### config.mk
export PLATFORM = sky130hd
export DESIGN_NAME = mem_port_arbiter
export DESIGN_NICKNAME = d
export VERILOG_FILES = /design/src/rtl/mem_port_arbiter.sv
export SDC_FILE = /design/constraint.sdc
export NUM_CORES = 1
export LEC_CHECK = 0
export CAP_MARGIN = 20
export CELL_PAD_IN_SITES_DETAIL_PLACEMENT = 1
export CELL_PAD_IN_SITES_GLOBAL_PLACEMENT = 1
export CORE_UTILIZATION = 32
export CTS_CLUSTER_SIZE = 8
export DETAILED_ROUTE_END_ITERATION = 7
export GPL_ROUTABILITY_DRIVEN = 0
export HOLD_SLACK_MARGIN = 0.15
export PLACE_DENSITY = 0.9
export SYNTH_ARGS = -nofsm -noshare
export SYNTH_HDL_FRONTEND = slang
export SYNTH_SLANG_ARGS = --single-unit
### constraint.sdc
create_clock -name clk -period 4.25 [get_ports clk]
set_input_delay 0.85 -clock clk [delete_from_list [all_inputs] [get_ports clk]]
set_output_delay 0.85 -clock clk [all_outputs]
set_load 0.05 [all_outputs]
### src/rtl/mem_port_arbiter.sv
// Memory port B owner and boot sequencer.
// Holds the core in reset while the UART loader writes the program, waits a
// short settle window, then hands port B to the MEM stage and releases the
// core. A reload pulse takes the port back and restarts the load.
//
// state     | meaning
// ----------+---------------------------------------------------------------
// ST_LOAD   | UART owns port B, core in reset, words accepted 1 per cycle
// ST_SETTLE | UART blocked, last pending write drains, settle timer counts
// ST_RUN    | MEM stage owns port B combinationally, core out of reset
module mem_port_arbiter #(
  parameter int ADDR_W        = 32,
  parameter int DATA_W        = 32,
  parameter int SETTLE_CYCLES = 4,
  parameter int CNT_W         = 16
) (
  input  logic              clk,
  input  logic              rst_n,
  input  logic              uart_valid,
  output logic              uart_ready,
  input  logic [ADDR_W-1:0] uart_addr,
  input  logic [DATA_W-1:0] uart_data,
  input  logic              uart_done,
  input  logic              reload,
  input  logic [ADDR_W-1:0] cpu_addr,
  input  logic [DATA_W-1:0] cpu_wdata,
  input  logic              cpu_we,
  output logic [ADDR_W-1:0] mem_addr,
  output logic [DATA_W-1:0] mem_wdata,
  output logic              mem_we,
  output logic              cpu_rst_n,
  output logic              loading,
  output logic              load_err,
  output logic [CNT_W-1:0]  word_cnt
);

  typedef enum logic [1:0] {
    ST_LOAD   = 2'd0,
    ST_SETTLE = 2'd1,
    ST_RUN    = 2'd2
  } state_t;

  // Settle timer is a down-counter loaded with SETTLE_CYCLES-1; terminal count 0.
  localparam int SET_W = (SETTLE_CYCLES > 1) ? $clog2(SETTLE_CYCLES) : 1;
  localparam logic [SET_W-1:0] SETTLE_LAST = SET_W'(SETTLE_CYCLES - 1);
  localparam logic [CNT_W-1:0] CNT_MAX     = '1;

  state_t              state;
  state_t              state_nxt;
  logic                done_q;
  logic                done_armed;
  logic                done_rise;
  logic                xfer;
  logic                aligned;
  logic                ready_q;
  logic                cpu_rst_q;
  logic                pend_v;
  logic [ADDR_W-1:0]   pend_addr;
  logic [DATA_W-1:0]   pend_data;
  logic [SET_W-1:0]    settle_cnt;
  logic [CNT_W-1:0]    cnt_q;
  logic                err_q;

  // done_armed requires uart_done to have been seen low since reset/reload,
  // so a level already high out of reset or across a reload never counts.
  assign done_rise = uart_done & ~done_q & done_armed;
  // ready_q is only ever high while in ST_LOAD, so it alone qualifies a transfer.
  assign xfer      = uart_valid & ready_q;
  assign aligned   = (uart_addr[1:0] == 2'b00);

  assign uart_ready = ready_q;
  assign cpu_rst_n  = cpu_rst_q;
  assign load_err   = err_q;
  assign word_cnt   = cnt_q;

  // State register.
  always_ff @(posedge clk or negedge rst_n) begin
    if (!rst_n) begin
      state <= ST_LOAD;
    end else begin
      state <= state_nxt;
    end
  end

  // Next-state logic; reload overrides everything including a done edge.
  always_comb begin
    state_nxt = state;
    if (reload) begin
      state_nxt = ST_LOAD;
    end else begin
      case (state)
        ST_LOAD:   if (done_rise) state_nxt = ST_SETTLE;
        ST_SETTLE: if (settle_cnt == '0) state_nxt = ST_RUN;
        ST_RUN:    state_nxt = ST_RUN;
        default:   state_nxt = ST_LOAD;
      endcase
    end
  end

  // Port B mux: MEM stage passes straight through in RUN, otherwise the pending UART write.
  always_comb begin
    mem_addr  = '0;
    mem_wdata = '0;
    mem_we    = 1'b0;
    loading   = 1'b1;
    if (state == ST_RUN) begin
      mem_addr  = cpu_addr;
      mem_wdata = cpu_wdata;
      mem_we    = cpu_we;
      loading   = 1'b0;
    end else if (pend_v) begin
      mem_addr  = pend_addr;
      mem_wdata = pend_data;
      mem_we    = 1'b1;
    end
  end

  // Registered handshake and core reset, both derived from the next state.
  always_ff @(posedge clk or negedge rst_n) begin
    if (!rst_n) begin
      ready_q   <= 1'b0;
      cpu_rst_q <= 1'b0;
    end else begin
      ready_q   <= (state_nxt == ST_LOAD);
      cpu_rst_q <= (state_nxt == ST_RUN);
    end
  end

  // Pending write register: one-cycle pipeline from UART transfer to port B.
  always_ff @(posedge clk or negedge rst_n) begin
    if (!rst_n) begin
      pend_v    <= 1'b0;
      pend_addr <= '0;
      pend_data <= '0;
    end else if (reload) begin
      pend_v    <= 1'b0;
    end else if (xfer && aligned) begin
      pend_v    <= 1'b1;
      pend_addr <= uart_addr;
      pend_data <= uart_data;
    end else begin
      pend_v    <= 1'b0;
    end
  end

  // Settle down-counter, loaded on the LOAD->SETTLE edge.
  always_ff @(posedge clk or negedge rst_n) begin
    if (!rst_n) begin
      settle_cnt <= '0;
    end else if (reload) begin
      settle_cnt <= '0;
    end else if (state == ST_LOAD && state_nxt == ST_SETTLE) begin
      settle_cnt <= SETTLE_LAST;
    end else if (state == ST_SETTLE && settle_cnt != '0) begin
      settle_cnt <= settle_cnt - 1'b1;
    end
  end

  // Load statistics: saturating word count and sticky misalignment flag.
  always_ff @(posedge clk or negedge rst_n) begin
    if (!rst_n) begin
      cnt_q <= '0;
      err_q <= 1'b0;
    end else if (reload) begin
      cnt_q <= '0;
      err_q <= 1'b0;
    end else if (xfer) begin
      if (aligned) begin
        if (cnt_q != CNT_MAX) cnt_q <= cnt_q + 1'b1;
      end else begin
        err_q <= 1'b1;
      end
    end
  end

  // uart_done edge detection with re-arm on reload.
  always_ff @(posedge clk or negedge rst_n) begin
    if (!rst_n) begin
      done_q     <= 1'b0;
      done_armed <= 1'b0;
    end else begin
      done_q <= uart_done;
      if (reload) begin
        done_armed <= 1'b0;
      end else if (!uart_done) begin
        done_armed <= 1'b1;
      end
    end
  end

endmodule

==> out/qor.json <==
{
  "timing.critical_path.slowest_stage_cell": "clkdlybuf4s50_1",
  "vdd.ir_drop.worst_mv": 0.222,
  "dieWidth_um": 122,
  "finalNetCount": 830,
  "cts_tree": "built",
  "slew_headroom_pct": 37.6,
  "mostFrequentLayoutCell": "clkdlybuf4s50_1",
  "drt_first_pass_iters": 4,
  "grt_pass1_vias": 4837,
  "most_used_cells_in_the_layout_excluding_fill_and_tap_cells": "clkdlybuf4s50_1 (217), nand2_1 (137), dfrtp_1 (89)",
  "seq_power_share_pct": 45.4,
  "finalWorstPathRequiredPeriod_ps": 3600,
  "place_worst_setup_slack_ps": 1010,
  "wirelength_um": 15100,
  "critical_path.reg2reg.startpoint": "uart_ready",
  "clock_network_fraction_of_total_power_pct": 33.6,
  "worstSetupEndpointType": "output port",
  "globalRouteTotalUtil_pct": 20.7,
  "crit_type": "reg -> out",
  "synth_sequential_area_ratio_pct": 48.9,
  "worst-path-max-fanout": 36,
  "reg2reg_slack_ps": 2290,
  "cts-htree-levels": 3,
  "dieHeight_um": 122,
  "timing.fmax_mhz": 277,
  "clk_latency_ps": 340,
  "area_growth_pct": 57.6,
  "global_route.overflow_total": 0,
  "r2r-end": "pend_data[26]",
  "dp_hpwl_um": 11100,
  "grt_max_degree": 66,
  "number_of_ports_placed_on_the_die_boundary": 219,
  "cts_root_buf": "clkbuf_16",
  "worstSetupStartpointType": "register",
  "ys_seq_elements": 90,
  "stage_delay_of_the_slowest_cell_on_the_critical_path_ps": 820,
  "post_synth.cell_area_avg_um2": 9.36,
  "timing.hold.worst_endpoint": "pend_addr[0]",
  "hold_depth": 1,
  "finalSetupTns_ps": 0,
  "number_of_antenna_violations_at_the_first_check_in_global_routing": 0,
  "power_per_cell_area_mw_per_mm2": 333,
  "route.vias.total": 4389,
  "number_of_sinks_on_the_clock_net": 90,
  "ant_nets": 0,
  "initial_core_utilization_pct": 32.9,
  "hp-start": "pend_addr[0]",
  "timing_worst_slew_pin_value_ps": 936,
  "number_of_rows_in_the_core_area": 43,
  "drt-wirelength-per-cell_um": 17.2,
  "dr.first_iter.drc_count": 136,
  "power.combinational.fraction_pct": 21.1,
  "antennaDiodeCount": 0,
  "post_cts_resized": 0,
  "worstHoldPathType": "reg -> reg",
  "netlist_instances": 492,
  "path_buf_inv": 4,
  "total_power_uw": 2420,
  "placed_cells_incl_taps": 863,
  "timing.final.hold_violations": 0,
  "cts_hold_repair.buffers": 0,
  "setup_viol": 0,
  "static-leakage-power_uw": 0.00313,
  "critical-path-top-delay-family": "buffers and inverters",
  "clk_pin_slew_worst_paths_ps": 60,
  "period_share_pct": 84.8,
  "drv_slew": 0,
  "layout_setup_ws_ps": 646,
  "layout-drive-gt1-share_pct": 14.6,
  "start_point_of_the_critical_path": "state[1]",
  "critPathArrivalTime_ps": 2750,
  "unrepaired_setup_endpoints_after_global_routing": "false",
  "worstPathRequired_ps": 3400,
  "clock_tree.buffer_depth": 2,
  "outcome": "finished clean",
  "drv.max_cap_violation_count": 0,
  "timing.reg2reg.worst_path_depth": 4,
  "cp_cell_sequence": "inv_1, nor2_4, inv_2, buf_12, nand3_1, nand2_1, clkdlybuf4s50_1",
  "tritoncts_buffers": 9,
  "viasPerCell": 4.99,
  "summed_instance_area_of_the_synthesized_netlist_mm2": 0.00461,
  "grt_first_pass_wirelength_um": 23900,
  "cts_setup_buffers": 0,
  "timing.clock.skew_ps": 8.78,
  "mappedNetlistNets": 628,
  "number_of_input_and_output_port_buffers_inserted": 218,
  "ys_warn_count": 0,
  "die-area_mm2": 0.0149,
  "net-switching-power_uw": 642,
  "sw_frac_of_total_pct": 26.6,
  "drc": 0,
  "netlist-cell-type-count": 36,
  "post_layout_nonfiller_instances": 879,
  "cell_internal_pwr_uw": 1780,
  "post-route-util_pct": 51.9,
  "core_area_mm2": 0.0140
}
Yosys cell counts:
| cell type | instances | area [um^2] |
|---|---|---|
| a211oi_1 | 3 | 22.5 |
| a21oi_1 | 11 | 55.1 |
| a22o_1 | 2 | 17.5 |
| a31oi_1 | 2 | 12.5 |
| a32oi_1 | 1 | 8.76 |
| and2_2 | 1 | 7.51 |
| and3_1 | 3 | 18.8 |
| and4_4 | 1 | 11.3 |
| and4bb_1 | 1 | 12.5 |
| and4bb_2 | 1 | 12.5 |
| buf_1 | 5 | 18.8 |
| buf_2 | 8 | 40.0 |
| buf_6 | 1 | 11.3 |
| clkbuf_1 | 20 | 75.1 |
| dfrtp_1 | 90 | 2250 |
| ha_1 | 2 | 25.0 |
| inv_1 | 8 | 30.0 |
| inv_2 | 1 | 3.75 |
| mux2_2 | 71 | 800 |
| mux2i_1 | 1 | 10.0 |
| nand2_1 | 137 | 514 |
| nand2_2 | 1 | 6.26 |
| nand2b_1 | 3 | 18.8 |
| nand3_1 | 69 | 345 |
| nand3_2 | 1 | 10.0 |
| nand4_1 | 2 | 12.5 |
| nor2_1 | 16 | 60.1 |
| nor2b_1 | 10 | 62.6 |
| nor3_1 | 4 | 20.0 |
| nor3_2 | 1 | 10.0 |
| nor4_1 | 4 | 25.0 |
| o211ai_1 | 1 | 7.51 |
| o21ai_0 | 3 | 15.0 |
| o31ai_1 | 1 | 7.51 |
| o41ai_1 | 2 | 17.5 |
| or4_1 | 4 | 30.0 |
area by class of cell:
cell class,count,area [um^2]
fillers,1619,6730
clock buffers,14,264
inverters,9,33.8
well taps,180,225
clock inverters,2,35.0
flip-flops and latches,90,2250
repair buffers,225,2260
multi-input cells,359,2190
layer usage:
layer / global-route usage (%) / vias to the layer above / part of all wire [%]
li1: - / 2077 / -
met1: 23.0 / 2139 / 38
met2: 38.3 / 148 / 53
met3: 3.84 / 25 / 5.9
met4: 8.26 / 0 / 2.5
met5: 0 / - / 0
how the worst max path moves through the flow:
stage	to	depth (start not counted)
after CTS	mem_addr[12]	7
after floorplan	mem_addr[24]	6
after detailed placement	mem_addr[20]	7
final	mem_addr[12]	7
after global routing	mem_addr[12]	7
after global placement	mem_wdata[0]	7
state kept, by name, summed over array words and instances, names as in the netlist:
signal,count
cpu_rst_n,1
done_armed,1
done_q,1
load_err,1
pend_addr,32
pend_data,32
pend_v,1
settle_cnt,2
state,2
uart_ready,1
word_cnt,16
power by group through the flow:
stage          clock network, uW  registers [uW]  logic, uW
2_1_floorplan                  0            1080        283
3_3_place_gp                   0            1100        490
3_5_place_dp                   0            1110        516
4_1_cts                      840            1100        518
5_1_grt                      862            1110        550
6_report                     812            1100        510
logic make-up after synthesis:
| kind of cell | Yosys count | synth area share, % |
|---|---|---|
| fa+ha+maj | 2 | 0.543 |
| buf+inv | 43 | 3.88 |
| simple gates | 259 | 25.6 |
| mux | 72 | 17.6 |
| flops | 90 | 48.9 |
| compound gates | 26 | 3.56 |
stage by stage:
stage	hold WS [ps]	instance area, um^2
2_1_floorplan	465	4610
3_3_place_gp	486	6960
3_5_place_dp	490	6960
4_1_cts	509	7260
5_1_grt	525	7260
6_report	505	7260
Note: power is estimated with default switching activity, not from simulation.
